[src/rtl/pipe_adder_pkg.sv]
// Shared constants and helpers for the pipelined adder family.
// Holds no types; clog2 is kept here for benches and future sizing.
package pipe_adder_pkg;

   function automatic int clog2(input int v);
      int r;
      int x;
      r = 0;
      x = v - 1;
      while (x > 0) begin
         r++;
         x = x >> 1;
      end
      return r;
   endfunction

endpackage

[src/rtl/pipe_adder_if.sv]
// Operand/result handshake bundle for pipe_adder.
// The master drives operands and out_ready; the slave is the adder.
interface pipe_adder_if #(
   parameter int WIDTH = 16
);
   logic             in_valid;
   logic             in_ready;
   logic [WIDTH-1:0] a;
   logic [WIDTH-1:0] b;
   logic             cin;
   logic             out_valid;
   logic             out_ready;
   logic [WIDTH-1:0] sum;
   logic             cout;
   logic             ovf;

   modport master (
      output in_valid, a, b, cin, out_ready,
      input  in_ready, out_valid, sum, cout, ovf
   );

   modport slave (
      input  in_valid, a, b, cin, out_ready,
      output in_ready, out_valid, sum, cout, ovf
   );
endinterface

[src/rtl/pipe_adder_seg_add.sv]
// Combinational SEG-bit ripple adder; one instance per pipeline stage.
// cmsb is the carry into the top bit, needed for signed overflow.
module seg_add
   import pipe_adder_pkg::*;
#(
   parameter int SEG = 4
) (
   input  logic [SEG-1:0] a,
   input  logic [SEG-1:0] b,
   input  logic           cin,
   output logic [SEG-1:0] s,
   output logic           cout,
   output logic           cmsb
);
   logic c;

   always_comb begin
      c    = cin;
      s    = '0;
      cmsb = cin;
      for (int i = 0; i < SEG; i++) begin
         if (i == SEG - 1) cmsb = c;
         s[i] = a[i] ^ b[i] ^ c;
         c    = (a[i] & b[i]) | (c & (a[i] ^ b[i]));
      end
      cout = c;
   end
endmodule

[src/rtl/pipe_adder.sv]
// Pipelined WIDTH-bit adder: one SEG-bit ripple segment per register stage.
// The whole pipeline advances or holds together; bubbles are not collapsed.
module pipe_adder
   import pipe_adder_pkg::*;
#(
   parameter int WIDTH = 16,
   parameter int SEG   = 4
) (
   input  logic        clk,
   input  logic        rst_n,
   pipe_adder_if.slave bus
);
   localparam int NSTG = (SEG >= 1) ? WIDTH / SEG : 1;

   if (SEG < 1) begin : g_bad_seg
      $error("pipe_adder: SEG must be at least 1");
   end else if ((WIDTH % SEG) != 0) begin : g_bad_width
      $error("pipe_adder: WIDTH must be a multiple of SEG");
   end

   logic             adv;
   logic             vld_p [NSTG];
   logic             c_p   [NSTG];
   logic [WIDTH-1:0] sum_p [NSTG];
   logic [WIDTH-1:0] a_p   [NSTG];
   logic [WIDTH-1:0] b_p   [NSTG];
   logic             ovf_p;

   assign adv           = !vld_p[NSTG-1] || bus.out_ready;
   assign bus.in_ready  = adv;
   assign bus.out_valid = vld_p[NSTG-1];
   assign bus.sum       = sum_p[NSTG-1];
   assign bus.cout      = c_p[NSTG-1];
   assign bus.ovf       = ovf_p;

   for (genvar k = 0; k < NSTG; k++) begin : g_stg
      logic             vi;
      logic             ci;
      logic [WIDTH-1:0] ai;
      logic [WIDTH-1:0] bi;
      logic [WIDTH-1:0] si;
      logic [WIDTH-1:0] sn;
      logic [SEG-1:0]   ss;
      logic             co;
      logic             cm;

      if (k == 0) begin : g_head
         assign vi = bus.in_valid;
         assign ai = bus.a;
         assign bi = bus.b;
         assign ci = bus.cin;
         assign si = '0;
      end else begin : g_body
         assign vi = vld_p[k-1];
         assign ai = a_p[k-1];
         assign bi = b_p[k-1];
         assign ci = c_p[k-1];
         assign si = sum_p[k-1];
      end

      seg_add #(.SEG(SEG)) u_seg (
         .a    (ai[SEG-1:0]),
         .b    (bi[SEG-1:0]),
         .cin  (ci),
         .s    (ss),
         .cout (co),
         .cmsb (cm)
      );

      always_comb begin
         sn                = si;
         sn[k*SEG +: SEG]  = ss;
      end

      // Stage k register: resolved low sum, carry, and the still-unused operand bits shifted down
      always_ff @(posedge clk or negedge rst_n) begin
         if (!rst_n) begin
            vld_p[k] <= 1'b0;
            c_p[k]   <= 1'b0;
            sum_p[k] <= '0;
            a_p[k]   <= '0;
            b_p[k]   <= '0;
         end else if (adv) begin
            vld_p[k] <= vi;
            c_p[k]   <= co;
            sum_p[k] <= sn;
            a_p[k]   <= ai >> SEG;
            b_p[k]   <= bi >> SEG;
         end
      end

      if (k == NSTG - 1) begin : g_tail
         always_ff @(posedge clk or negedge rst_n) begin
            if (!rst_n)   ovf_p <= 1'b0;
            else if (adv) ovf_p <= cm ^ co;
         end
      end
   end
endmodule
[src/flat_wrapper.sv]
// flat-port wrapper written by rule: the top's interface ports become plain ports
module pipe_adder_flat import pipe_adder_pkg::*;
#(
   parameter int WIDTH = 16,
   parameter int SEG   = 4
)
  (clk, rst_n, bus_in_valid, bus_a, bus_b, bus_cin, bus_out_ready, bus_in_ready, bus_out_valid, bus_sum, bus_cout, bus_ovf);
  pipe_adder_if #(.WIDTH(WIDTH)) bus_i ();
  input  logic clk;
  input  logic rst_n;
  input wire logic [$bits(bus_i.in_valid)-1:0] bus_in_valid;
  input wire logic [$bits(bus_i.a)-1:0] bus_a;
  input wire logic [$bits(bus_i.b)-1:0] bus_b;
  input wire logic [$bits(bus_i.cin)-1:0] bus_cin;
  input wire logic [$bits(bus_i.out_ready)-1:0] bus_out_ready;
  output wire logic [$bits(bus_i.in_ready)-1:0] bus_in_ready;
  output wire logic [$bits(bus_i.out_valid)-1:0] bus_out_valid;
  output wire logic [$bits(bus_i.sum)-1:0] bus_sum;
  output wire logic [$bits(bus_i.cout)-1:0] bus_cout;
  output wire logic [$bits(bus_i.ovf)-1:0] bus_ovf;
  assign bus_i.in_valid = bus_in_valid;
  assign bus_i.a = bus_a;
  assign bus_i.b = bus_b;
  assign bus_i.cin = bus_cin;
  assign bus_i.out_ready = bus_out_ready;
  assign bus_in_ready = bus_i.in_ready;
  assign bus_out_valid = bus_i.out_valid;
  assign bus_sum = bus_i.sum;
  assign bus_cout = bus_i.cout;
  assign bus_ovf = bus_i.ovf;
  pipe_adder #(.WIDTH(WIDTH), .SEG(SEG)) u_core (.clk(clk), .rst_n(rst_n), .bus(bus_i));
endmodule
[config.mk]
export PLATFORM = sky130hd
export DESIGN_NAME = pipe_adder_flat
export DESIGN_NICKNAME = d
export VERILOG_FILES = /design/src/rtl/pipe_adder_pkg.sv /design/src/rtl/pipe_adder_if.sv /design/src/rtl/pipe_adder_seg_add.sv /design/src/rtl/pipe_adder.sv /design/src/flat_wrapper.sv
export SDC_FILE = /design/constraint.sdc
export NUM_CORES = 1
export LEC_CHECK = 0
export CAP_MARGIN = 20
export CORE_MARGIN = 5
export CORE_UTILIZATION = 48
export CTS_CLUSTER_SIZE = 28
export DETAILED_ROUTE_END_ITERATION = 10
export PLACE_DENSITY = 0.71
export SYNTH_ARGS = -nofsm -noshare
export SYNTH_HDL_FRONTEND = slang
export SYNTH_HIERARCHICAL = 1
export SYNTH_SLANG_ARGS = --single-unit
[constraint.sdc]
create_clock -name clk -period 2.46 [get_ports clk]
set_clock_uncertainty 0.1 [all_clocks]
set_input_delay 0.369 -clock clk [delete_from_list [all_inputs] [get_ports clk]]
set_output_delay 0.369 -clock clk [all_outputs]
set_load 0.005 [all_outputs]
==> impl_table.tex <==
\begin{tabular}{lr}
\hline
Metric & Value \\
\hline
\multicolumn{2}{l}{\textbf{Timing}} \\
Count of final setup violators & 0 \\
RSZ-0062 raised after global routing & true \\
Time the worst path needs with I/O delays and setup & 2405 ps \\
Maximum clock frequency & 0.4158 GHz \\
Fin crit share & 0.9777 \\
Final Max Slew Viols & 0 \\
Transition time of the tightest slew-check pin & 534.6 ps \\
Worst-case headroom to the max-slew limit & 0.6436 \\
Count of endpoints failing hold in the final timing report & 0 \\
\multicolumn{2}{l}{\textbf{Place}} \\
Placed Cells incl. Taps & 412 \\
Post-detail-place hpwl & 4.370 mm \\
Number of port buffers & 56 \\
Placed cell areas & 4800 sq um \\
Final weighted congestion in routability-driven placement & 0.6966 \\
\multicolumn{2}{l}{\textbf{Clock network}} \\
Cts bufs inserted & 9 \\
Buffer cell driving the clock tree root & sky130\_fd\_sc\_hd\_\_clkbuf\_8 \\
CTS H-tree depth & 3 \\
Clk pin slew, worst setup/hold paths & 80 ps \\
Clk Latency, worst-skew pair & 340 ps \\
Clock sink count & 97 \\
CTS tree & built \\
CTS max path bufs & 2 \\
\multicolumn{2}{l}{\textbf{Die}} \\
Core box area & 8299 sq um \\
Die area & 10550 sq um \\
Chip Width & 102.7 microns \\
Die Span Y & 102.7 microns \\
Effective utilization at floorplan & 0.4971 \\
Number of placed I/O pins & 57 \\
Standard-cell rows & 33 \\
\multicolumn{2}{l}{\textbf{Cells and area}} \\
Final Non-Filler Cells & 431 \\
Post-synthesis to final-layout area growth & 22.44\% \\
Highest-count cells in the layout ignoring fill and taps & sky130\_fd\_sc\_hd\_\_dfrtp\_1, sky130\_fd\_sc\_hd\_\_mux2\_2, sky130\_fd\_sc\_hd\_\_clkdlybuf4s50\_1 \\
Most frequent standard cell in the layout excluding fill and tap cells & sky130\_fd\_sc\_hd\_\_dfrtp\_1 \\
Count of inserted antenna diode cells & 0 \\
Final Instance Area & 5051 sq um \\
Share of final-layout standard cells stronger than drive strength 1 & 0.3865 \\
Net count of the finished layout & 374 \\
\multicolumn{2}{l}{\textbf{Pwr}} \\
Leakage & 2.283 nW \\
Overall power of the completed layout & 5.953 mW \\
Power per cell area & 1178 nW/um\^{}2 \\
VDD IR max & 0.4206 mV \\
\multicolumn{2}{l}{\textbf{Critical path}} \\
Worst reg-to-reg path cell count & 8 \\
Critical Path Fanout Max & 1 \\
Worst endpoint required time & 2590 ps \\
Source of the worst register-to-register timing path & u\_core/g\_stg[3].ai[0]\$\_DFFE\_PN0P\_ \\
Worst endpoint data arrival time & 2530 ps \\
Crit. End Element & flip-flop \\
FF-to-FF setup slack & 100 ps \\
Reg-to-reg critical path endpoint & u\_core/bus.ovf\$\_DFFE\_PN0P\_ \\
Setup crit start kind & input port \\
CP Class & in -> reg \\
\multicolumn{2}{l}{\textbf{GRT}} \\
Most congested layer reported by global routing & met2 \\
Global-route congestion overflow total & 0 \\
Met3 Usage GRT & 0.02639 \\
Met1 Resource Use GR & 0.1827 \\
Total Routing Usage GR & 0.1319 \\
Number of antenna violations at the first check in global routing & 0 \\
Via count of the first global-routing pass & 2293 \\
Met2 Track Usage GR & 0.1991 \\
Wire length of the first global-routing pass & 10.67 mm \\
Maximum number of pins on one net before global-route repair & 42 \\
\multicolumn{2}{l}{\textbf{Logic synthesis}} \\
Unique masters post-synth & 10 \\
Synthesized-area fraction occupied by ao, oa, aoi and oai cells & 0 \\
Proportion of synthesized area in mux cells & 0.2784 \\
Number of synthesis warnings & 6 \\
Synthesized area divided by synthesized cell count & 16.18 sq um \\
Sequential-to-total area share from yosys stat & 0.5884 \\
Netlist Area Pre-Place & 4125 sq um \\
Gate count of the mapped netlist & 255 \\
Adder-cell share of the synthesized area & 0.07765 \\
Largest family of logic cells by synthesized area & multiplexers \\
Syn Nets & 308 \\
Xor/xnor cell area share of the yosys netlist & 0.002123 \\
Fraction of the mapped netlist area in simple logic gates & 0.004853 \\
Yosys reg bits & 97 \\
\multicolumn{2}{l}{\textbf{Drt}} \\
Post-detailed-route wirelength per cell & 14.08 microns \\
Number of vias per cell after detailed routing & 4.796 \\
Routed Antenna Nets & 0 \\
Routed vias & 2067 \\
Routed WL & 6.070 mm \\
Number of search-and-repair iterations in the first detailed-routing pass & 4 \\
Number of DRC markers in iteration 0 & 43 \\
Number of remaining DRC errors & 0 \\
\multicolumn{2}{l}{\textbf{Status}} \\
Outcome & finished clean \\
\multicolumn{2}{l}{\textbf{Worst hold path}} \\
Cell depth of the worst min-delay path & 1 \\
Source of the worst hold timing path & u\_core/g\_stg[3].vi\$\_DFFE\_PN0P\_ \\
Endpoint, Worst Hold & u\_core/bus.out\_valid\$\_DFFE\_PN0P\_ \\
Kind of path behind the tightest hold check & reg -> reg \\
\multicolumn{2}{l}{\textbf{Flow run}} \\
Maximum Capacitance Violations & 0 \\
\hline
\end{tabular}
==> where the power goes <==
part / total, mW / leakage [nW] / switching, mW / internal (mW)
sequential: 2.67 / 1.13 / 0.377 / 2.30
clock: 1.06 / 0.110 / 0.505 / 0.558
combinational: 2.21 / 1.04 / 0.774 / 1.44
==> registers in the layout (all words and copies together) (netlist names) <==
| register | flops |
|---|---|
| u_core/bus.ovf | 1 |
| u_core/g_stg.ci | 3 |
| u_core/bus.sum | 16 |
| u_core/g_stg.ai | 24 |
| u_core/bus.out_valid | 1 |
| u_core/g_stg.bi | 24 |
| u_core/g_stg.vi | 3 |
| u_core/bus.cout | 1 |
| u_core/g_stg.si | 24 |
==> layout make-up <==
| cell class | count | area (sq um) |
|---|---|---|
| Tap cell | 105 | 131.4 |
| Sequential cell | 97 | 2427 |
| Multi-Input combinational cell | 115 | 1508 |
| Timing Repair Buffer | 66 | 648.1 |
| Fill cell | 641 | 3248 |
| Clock inverter | 3 | 47.55 |
| Clock buffer | 13 | 168.9 |
| Inverter | 32 | 120.1 |
==> cells in the mapped netlist (all sizes together) <==
cell type  instances  area (sq um)
inv               32         120.1
dfrtp             97          2427
nand2b             2         20.02
buf               11         80.07
mux2              96          1149
xor2               1         8.760
fa                16         320.3
==> how the worst max path moves through the flow <==
stage                                           start                           endpoint  slack, ps  cells past startpoint
floorplan           u_core/g_stg[3].ai[0]$_DFFE_PN0P_     u_core/bus.sum[15]$_DFFE_PN0P_        210                      7
global placement                             bus_a[0]  u_core/g_stg[1].si[3]$_DFFE_PN0P_       -310                      8
detailed placement                           bus_a[0]  u_core/g_stg[1].si[3]$_DFFE_PN0P_       -350                      8
CTS                 u_core/g_stg[3].ai[0]$_DFFE_PN0P_         u_core/bus.ovf$_DFFE_PN0P_          7                      8
global route        u_core/g_stg[1].ai[0]$_DFFE_PN0P_  u_core/g_stg[2].si[7]$_DFFE_PN0P_         -2                      7
finish                                       bus_a[0]  u_core/g_stg[1].si[3]$_DFFE_PN0P_         50                      8
==> critical path, stage by stage <==
cell                              delay [ps]
sky130_fd_sc_hd__clkdlybuf4s50_1         480
sky130_fd_sc_hd__fa_1                    180
sky130_fd_sc_hd__inv_1                    50
sky130_fd_sc_hd__fa_2                    330
sky130_fd_sc_hd__fa_1                    370
sky130_fd_sc_hd__inv_1                    80
sky130_fd_sc_hd__fa_1                    410
sky130_fd_sc_hd__mux2_2                  270
==> metal layers <==
| metal | wire length (microns) | vias up |
|---|---|---|
| li1 | - | 969 |
| met4 | 92 | 0 |
| met1 | 2793 | 1054 |
| met3 | 253 | 7 |
| met5 | 0 | - |
| met2 | 2929 | 37 |
==> what timing repair did <==
| item | in CTS | in global routing |
|---|---|---|
| hold buffers | 1 | 0 |
| hold endpoints to repair | 38 | 0 |
| buffers inserted | 0 | 2 |
| resized for setup | 1 | 3 |
| endpoints found under the setup margin | 1 | 4 |
==> through the flow <==
stage / TNS [ps] / hold slack (ps) / setup WS, ps / util
6_report: 0 / 371.5 / 54.87 / 0.6086
2_1_floorplan: 0 / -26.59 / 211.0 / -
4_1_cts: 0 / 377.3 / 7.365 / 0.6059
5_1_grt: -3.900 / 399.7 / -2.076 / 0.6086
3_5_place_dp: -441.4 / 291.8 / -353.8 / 0.5783
3_3_place_gp: -362.2 / 280.2 / -307.9 / 0.5783
==> logic make-up (layout without fill, tap and decap cells) <==
kind of cell  after synthesis  after routing
simple gates                2              2
fa+ha+maj                  16             16
mux                        96             96
xor+xnor                    1              1
buf+inv                    43            114
flops                      97             97
Power figures use the tool's default switching activity.
